--- config.mk ---
export PLATFORM = sky130hd
export DESIGN_NAME = uart_rx_ctrl
export DESIGN_NICKNAME = d
export VERILOG_FILES = /design/src/rtl/uart_pkg.sv /design/src/rtl/uart_sync.sv /design/src/rtl/uart_rx_ctrl.sv
export SDC_FILE = /design/constraint.sdc
export NUM_CORES = 1
export LEC_CHECK = 0
export ABC_CLOCK_PERIOD_IN_PS = 1500
export CAP_MARGIN = 20
export CORE_UTILIZATION = 51
export CTS_CLUSTER_DIAMETER = 40
export CTS_CLUSTER_SIZE = 8
export DETAILED_ROUTE_END_ITERATION = 10
export GPL_TIMING_DRIVEN = 0
export HOLD_SLACK_MARGIN = 0.12
export PLACE_DENSITY = 0.74
export SLEW_MARGIN = 0
export SYNTH_ARGS = -nofsm -noshare
export SYNTH_HDL_FRONTEND = slang
export SYNTH_SLANG_ARGS = --single-unit
--- constraint.sdc ---
create_clock -name i_Clock -period 1.5 [get_ports i_Clock]
set_input_delay 0.15 -clock i_Clock [delete_from_list [all_inputs] [get_ports i_Clock]]
set_output_delay 0.15 -clock i_Clock [all_outputs]
set_load 0.005 [all_outputs]
--- src/rtl/uart_pkg.sv ---
`default_nettype none
// +--------------------------------------------------------------------+
// | uart_pkg : shared constants and state encoding for the UART blocks |
// | Rev 1.0                                                            |
// +--------------------------------------------------------------------+
package uart_pkg;

    localparam int unsigned CLKS_PER_BIT_DEFAULT = 217;
    localparam int unsigned DATA_BITS            = 8;

    typedef enum logic [2:0] {
        IDLE    = 3'd0,
        START   = 3'd1,
        DATA    = 3'd2,
        STOP    = 3'd3,
        CLEANUP = 3'd4
    } rx_state_e;

endpackage
`default_nettype wire

--- src/rtl/uart_sync.sv ---
`default_nettype none
// +--------------------------------------------------------------------+
// | uart_sync : two-flop synchronizer with parameterized reset value   |
// | Rev 1.0                                                            |
// +--------------------------------------------------------------------+
module uart_sync #(
    parameter logic RESET_VAL = 1'b1
) (
    input  logic i_Clock,
    input  logic i_Rst_n,
    input  logic i_Async,
    output logic o_Sync
);

    logic [1:0] sync_q;

    always_ff @(posedge i_Clock or negedge i_Rst_n) begin
        if (!i_Rst_n) begin
            sync_q <= {2{RESET_VAL}};
        end else begin
            sync_q <= {sync_q[0], i_Async};
        end
    end

    assign o_Sync = sync_q[1];

endmodule
`default_nettype wire

--- src/rtl/uart_rx_ctrl.sv ---
`default_nettype none
// +--------------------------------------------------------------------+
// | uart_rx_ctrl : 8N1 UART receiver with mid-bit sampling and framing |
// | error detection. Rev 1.0                                           |
// +--------------------------------------------------------------------+
module uart_rx_ctrl
    import uart_pkg::*;
#(
    parameter int unsigned CLKS_PER_BIT = CLKS_PER_BIT_DEFAULT
) (
    input  logic                 i_Clock,
    input  logic                 i_Rst_n,
    input  logic                 i_RX_Serial,
    output logic                 o_RX_DV,
    output logic [DATA_BITS-1:0] o_RX_Byte,
    output logic                 o_RX_Active,
    output logic                 o_RX_Frame_Err
);

    localparam int unsigned CNT_W = $clog2(CLKS_PER_BIT);
    localparam logic [CNT_W-1:0] BIT_LAST = CNT_W'(CLKS_PER_BIT - 1);
    localparam logic [CNT_W-1:0] HALF_BIT = CNT_W'((CLKS_PER_BIT - 1) / 2);
    localparam logic [2:0]       IDX_LAST = 3'(DATA_BITS - 1);

    logic                 rx_s;
    logic                 rx_prev_q;
    rx_state_e            state_q;
    logic [CNT_W-1:0]     cnt_q;
    logic [2:0]           bit_idx_q;
    logic [DATA_BITS-1:0] shift_q;
    logic                 dv_q;
    logic [DATA_BITS-1:0] byte_q;
    logic                 active_q;
    logic                 err_q;

    uart_sync #(
        .RESET_VAL (1'b1)
    ) u_sync (
        .i_Clock (i_Clock),
        .i_Rst_n (i_Rst_n),
        .i_Async (i_RX_Serial),
        .o_Sync  (rx_s)
    );

    always_ff @(posedge i_Clock or negedge i_Rst_n) begin
        if (!i_Rst_n) begin
            rx_prev_q <= 1'b1;
            state_q   <= IDLE;
            cnt_q     <= '0;
            bit_idx_q <= '0;
            shift_q   <= '0;
            dv_q      <= 1'b0;
            byte_q    <= '0;
            active_q  <= 1'b0;
            err_q     <= 1'b0;
        end else begin
            rx_prev_q <= rx_s;
            dv_q      <= 1'b0;
            err_q     <= 1'b0;
            unique case (state_q)
                IDLE: begin
                    cnt_q     <= '0;
                    bit_idx_q <= '0;
                    // Edge, not level: a line stuck low must not retrigger.
                    if (rx_prev_q && !rx_s) begin
                        state_q  <= START;
                        active_q <= 1'b1;
                    end
                end
                START: begin
                    if (cnt_q == HALF_BIT) begin
                        cnt_q <= '0;
                        if (!rx_s) begin
                            state_q <= DATA;
                        end else begin
                            state_q  <= IDLE;
                            active_q <= 1'b0;
                        end
                    end else begin
                        cnt_q <= cnt_q + 1'b1;
                    end
                end
                DATA: begin
                    if (cnt_q == BIT_LAST) begin
                        cnt_q              <= '0;
                        shift_q[bit_idx_q] <= rx_s;
                        bit_idx_q          <= bit_idx_q + 3'd1;
                        if (bit_idx_q == IDX_LAST) begin
                            state_q <= STOP;
                        end
                    end else begin
                        cnt_q <= cnt_q + 1'b1;
                    end
                end
                STOP: begin
                    if (cnt_q == BIT_LAST) begin
                        cnt_q    <= '0;
                        state_q  <= CLEANUP;
                        active_q <= 1'b0;
                        if (rx_s) begin
                            byte_q <= shift_q;
                            dv_q   <= 1'b1;
                        end else begin
                            err_q  <= 1'b1;
                        end
                    end else begin
                        cnt_q <= cnt_q + 1'b1;
                    end
                end
                CLEANUP: begin
                    state_q <= IDLE;
                end
                default: begin
                    state_q  <= IDLE;
                    active_q <= 1'b0;
                end
            endcase
        end
    end

    assign o_RX_DV        = dv_q;
    assign o_RX_Byte      = byte_q;
    assign o_RX_Active    = active_q;
    assign o_RX_Frame_Err = err_q;

endmodule
`default_nettype wire

Yosys cells after proc, flatten, opt, wreduce, memory -nomap -nowiden
Index checks and enable logic that the tools add are counted.
{"block": "totals", "reg_bits": 36, "input_bits": 3, "output_inout_bits": 11, "wordCells": 67}
{"block": "op_classes", "add_sub_neg": 2, "n_lt_le_gt_ge": 2, "eq_ne": 13, "n_mux": 26, "n_bitwise": 1, "reduce_logical": 13}
{"op": "8-bit case mux with 3 select lines", "n": 1}
{"op": "3-bit two-way mux", "n": 6}
{"op": "8-bit two-way mux", "n": 2}
{"op": "3-bit case mux with 4 select lines", "n": 1}
{"op": "1-bit two-way mux", "n": 11}
{"op": "2-bit inequality test (second input constant)", "n": 5}
{"op": "5-bit AND reduction", "n": 2}
{"op": "8-bit by 1-bit adder with 8-bit output (second input constant)", "n": 1}
{"op": "8-bit bitwise mux", "n": 1}
{"op": "8-bit by 7-bit == test with 1-bit output (second input constant)", "n": 1}
{"op": "8-bit == test (second input constant)", "n": 1}
{"op": "3-bit by 2-bit == test with 1-bit output (second input constant)", "n": 2}
{"op": "3-bit == test (second input constant)", "n": 2}
{"op": "3-bit case mux with 2 select lines", "n": 1}
{"op": "3-bit by 4-bit less-than comparator with 1-bit output (second input constant)", "n": 1}
{"op": "1-bit case mux with 4 select lines", "n": 1}
{"op": "2-bit AND reduction", "n": 2}
{"op": "2-bit OR reduction", "n": 2}
{"op": "3-bit by 1-bit adder with 3-bit output (second input constant)", "n": 1}
{"op": "1-bit demux with 3-bit select", "n": 1}
{"op": "3-bit by 1-bit == test with 1-bit output (second input constant)", "n": 1}
{"op": "3-bit by 1-bit greater-or-equal comparator with 1-bit output (second input constant)", "n": 1}
{"op": "3-bit logical NOT", "n": 1}
{"op": "3-bit AND reduction", "n": 1}
{"op": "7 further kinds", "n": 8}

Logic depth before layout (Yosys ltp)
{"block": "depth", "ltp_word": 5, "mapped_depth": 7, "ltp_nobuf": 6}

Hierarchy
A second synthesis with hierarchy kept.
{"block": "hier_totals", "cells_unflattened": 153, "area_unflattened_um2": 1689.1}
{"mod": "uart_rx_ctrl", "n_inst": 1, "cells_each": 151, "area_per_inst_um2": 1636.6}
{"mod": "uart_sync", "n_inst": 1, "cells_each": 2, "area_per_inst_um2": 52.6}

Worst setup path before layout
Ideal clock, no wire load.
{"block": "synth_timing", "path_type": "reg2reg", "start": "register cnt_q[0]", "end": "register active_q, in the netlist o_RX_Active", "setup_time_ns": 0.124, "t_arrival_ns": 1.550, "setup_slack_ns": -0.173, "stages_incl_launch_ff": 8, "n_path_buf": 1, "cell_sequence": "dfrtp_1 > inv_1 > ha_1 > nand3_1 > o41a_1 > buf_6 > o31a_1 > o21bai_1"}
{"block": "synth_between", "elab_chain_cells": 3, "elab_cells_between_ends": 5}
{"item": "from (decl)", "line_no": "uart_rx_ctrl.sv:28", "source": "logic [CNT_W-1:0] cnt_q;"}
{"item": "from (signal assigned)", "line_no": "uart_rx_ctrl.sv:80", "source": "cnt_q <= cnt_q + 1'b1;"}
{"item": "from (signal assigned)", "line_no": "uart_rx_ctrl.sv:92", "source": "cnt_q <= cnt_q + 1'b1;"}
{"item": "from (signal assigned)", "line_no": "uart_rx_ctrl.sv:107", "source": "cnt_q <= cnt_q + 1'b1;"}
{"item": "8-bit == test / 8-bit by 7-bit == test with 1-bit output (equally long branches)", "line_no": "uart_rx_ctrl.sv:96, uart_rx_ctrl.sv:71"}
{"item": "2-bit inequality test (no line)"}
{"item": "5-bit AND reduction (no line) *"}
{"item": "to (signal assigned)", "line_no": "uart_rx_ctrl.sv:77", "source": "active_q <= 1'b0;"}
{"item": "to (signal assigned)", "line_no": "uart_rx_ctrl.sv:99", "source": "active_q <= 1'b0;"}
{"item": "to (signal assigned)", "line_no": "uart_rx_ctrl.sv:115", "source": "active_q <= 1'b0;"}
{"item": "to (decl)", "line_no": "uart_rx_ctrl.sv:33", "source": "logic active_q;"}
Mark *: on every way between the ends. The rest lies on a longest branch, timed or not.
A chain may end at the register's enable or synchronous reset.

Final worst setup path
{"block": "layout_timing", "start": "register cnt_q[2]", "end": "register shift_q[4]"}
{"block": "layout_between", "elab_chain_cells": 2}
{"item": "8-bit == test", "line_no": "uart_rx_ctrl.sv:84", "source": "if (cnt_q == BIT_LAST) begin"}
{"item": "2-bit AND reduction (no line)"}
{"item": "to (signal, indexed assignment)", "line_no": "uart_rx_ctrl.sv:86", "source": "shift_q[bit_idx_q] <= rx_s;"}
{"item": "to (decl)", "line_no": "uart_rx_ctrl.sv:30", "source": "logic [DATA_BITS-1:0] shift_q;"}
Every way passes these cells.

==> results.json <==
{
  "place.port_buffers": 13,
  "drc_errors": 0,
  "crit_arrival_ns": 1.91,
  "fin_crit_sh": 1.12,
  "die_area_um2": 3570,
  "io_pins": 14,
  "crit_fanout": 8,
  "relSlewSlack": 0.479,
  "cp.required_ns": 1.73,
  "grt_pass1_wl_um": 5540,
  "seqCellArea_um2": 906,
  "r2r-start": "cnt_q[2]$_DFFE_PN0P_",
  "antenna_left": 0,
  "chipHeight_um": 59.7,
  "fin_nets": 194,
  "maxCapViolations": 0,
  "synthCells": 153,
  "initial_core_util": 0.548,
  "status": "finished, violations left",
  "drtIter0Drc": 42,
  "area_growth_pct": 30.3,
  "hold_class": "in2reg",
  "holdPathStages": 1,
  "finalInstanceArea_um2": 2210,
  "fillers": 259,
  "dpl.hpwl_um": 2170,
  "drt_pass1_iterations": 4,
  "core-area_um2": 3100,
  "fmax_mhz": 595,
  "rsz0062_at_grt": "yes",
  "ys_warn_count": 0,
  "synth_area_um2": 1700,
  "synthesis.nets": 160,
  "pre_cts_ws_ns": -0.232,
  "cts_made_buffers": 5,
  "mostFrequentLayoutCells": "dfrtp_1 (32), nand2_1 (19), mux2_2 (15)",
  "max_stage_delay_ns": 0.47,
  "row_count": 20,
  "whs_ns": 0.210,
  "synth_xor_area_frac": 0,
  "worst_path_max_delay_cell": "dfrtp_2",
  "synthAdderAreaFrac": 0.0295,
  "tightestPinTransition_ns": 0.781,
  "antenna_found_initial": 0,
  "routabilityCongestion": 0.795,
  "post_synth_num_cell_types": 40,
  "grt.overflow.total": 0,
  "grt_pass1_vias": 1213,
  "synth_top_family_by_area": "simple AND/OR/NAND/NOR gates",
  "crit_path_start_kind": "flop",
  "synthMuxAreaShare": 0.113,
  "synth_edf_count": 0,
  "avgViaCountPerCell": 5.55,
  "setup_viol": 25,
  "synth_area_per_cell_um2": 11.1,
  "layout_setup_ws_ns": -0.182,
  "yosysSeqAreaShare": 0.532,
  "ir_drop_mv": 0.830,
  "cts_sinks": 36,
  "finalHoldViolCount": 0,
  "wl_per_cell_um": 14.7,
  "critPathKind": "reg2reg",
  "finClkSkew_ns": 0.0117,
  "fp.dieW_um": 59.7,
  "min-delay-start": "i_RX_Serial",
  "ys_top_cells_by_area": "dfrtp_1 (49%), mux2_2 (11%), dfstp_2 (4.6%)",
  "grt_max_degree": 37,
  "cts_root_buf": "clkbuf_4",
  "synth_simple_gate_area_frac": 0.191,
  "grt_use_total": 0.216,
  "routed_wl_um": 3410,
  "synth-compound-area-share": 0.105,
  "ys.flop_type": "dfrtp_1",
  "p_total_mw": 2.79,
  "synth_top_area_cell": "dfrtp_1",
  "htreeDepth": 2,
  "diodes": 0,
  "fin_tns_setup_ns": -2.76,
  "rrSetupSlack_ns": -0.18,
  "final_max_slew_viol_count": 0,
  "clk_path_buf_depth": 2,
  "violations": "setup timing",
  "path_cells": "and4b_2 -> and4b_2 -> nand3b_1 -> mux2_2",
  "cellPowerDensity_nw_per_um2": 1260,
  "cp-end-kind": "flop",
  "cts_tree": "yes",
  "fin_cells": 232,
  "finalCriticalPeriod_ns": 1.68,
  "dp_cells": 210,
  "place_area_um2": 1920,
  "vias": 1287,
  "ys_ff_latch": 36,
  "final_common_cell": "dfrtp_1",
  "multi_input_area_um2": 911,
  "drive_gt1_frac": 0.404,
  "power.leakage_nw": 1.05,
  "fin_util": 0.713,
  "crit_top_cell": "and4b_2",
  "timing.rr.end": "shift_q[4]$_DFFE_PN0P_",
  "min_to": "u_sync.sync_q[0]$_DFF_PN1_",
  "clock_latency_ns": 0.34,
  "path_clk_slew_ns": 0.10,
  "r2r_cells": 4,
  "yosys.area.top_type_share": 0.486,
  "ys_async_sr_fraction": 1.00
}
Yosys cell counts, types with 3 or more instances:
library cell	count
nand3b_1	3
nand2_1	20
and2_1	3
nor3_1	3
ha_1	4
mux2_2	17
o22ai_1	7
dfstp_2	3
o21ai_0	5
o21a_1	3
dfrtp_1	33
inv_1	4
nand3_1	6
nor2_1	7
flip-flops by register name, indices dropped and copies added (netlist names), 2 cells and up:
register	cells
cnt_q	8
o_RX_Byte	8
shift_q	8
bit_idx_q	3
state_q	3
u_sync.sync_q	2
worst max path at each step:
stage          depth (start not counted)  slack [ns]                 endpoint            startpoint
6_report                               4       -0.18   shift_q[4]$_DFFE_PN0P_  cnt_q[2]$_DFFE_PN0P_
5_1_grt                                7       -0.24  o_RX_Active$_DFFE_PN0P_  cnt_q[1]$_DFFE_PN0P_
4_1_cts                                7       -0.14  o_RX_Active$_DFFE_PN0P_  cnt_q[0]$_DFFE_PN0P_
3_5_place_dp                           7       -0.23  o_RX_Active$_DFFE_PN0P_  cnt_q[1]$_DFFE_PN0P_
3_3_place_gp                           1       -0.47        o_RX_DV$_DFF_PN0_               i_Rst_n
2_1_floorplan                          7       -0.15  o_RX_Active$_DFFE_PN0P_  cnt_q[1]$_DFFE_PN0P_
power breakdown:
group	switching, mW	internal (mW)
sequential	0.0794	1.07
combinational	0.570	0.533
clock	0.314	0.229
worst max-delay path, delay by kind of cell (launching register included):
kind	cells	cell delay (ns)
simple gates	3	0.81
flops	1	0.47
mux	1	0.29
logic make-up (layout without fill, tap and decap cells):
family / count (synthesis) / count (layout)
AND/OR/NAND/NOR: 60 / 61
flip-flops: 36 / 36
AO/OA/AOI/OAI: 26 / 26
multiplexers: 17 / 17
buffers and inverters: 10 / 44
adder cells (fa/ha/maj): 4 / 4
layer usage:
metal	track usage	wire [µm]	vias up
met4	0.0864	53	0
met5	0	0	-
met3	0.0671	118	7
li1	-	-	622
met1	0.287	1540	637
met2	0.329	1690	21
final cells by class:
type,count,area share
inverters,4,0.00678
plain buffers,5,0.0136
multi-input cells,108,0.412
repair buffers,27,0.106
clock inverters,1,0.00339
flip-flops and latches,36,0.409
clock buffers,7,0.0249
well taps,44,0.0249
repair_timing:
item                                   in CTS  in global routing
cloned                                      2                  0
pin swaps                                   1                 15
buffers inserted                            6                  6
endpoints found under the hold margin      33                  0
setup endpoints to repair                  27                 28
gates resized for setup                    12                 17
hold buffers                                1                  0
No activity file was read; power rests on OpenSTA's default activity.
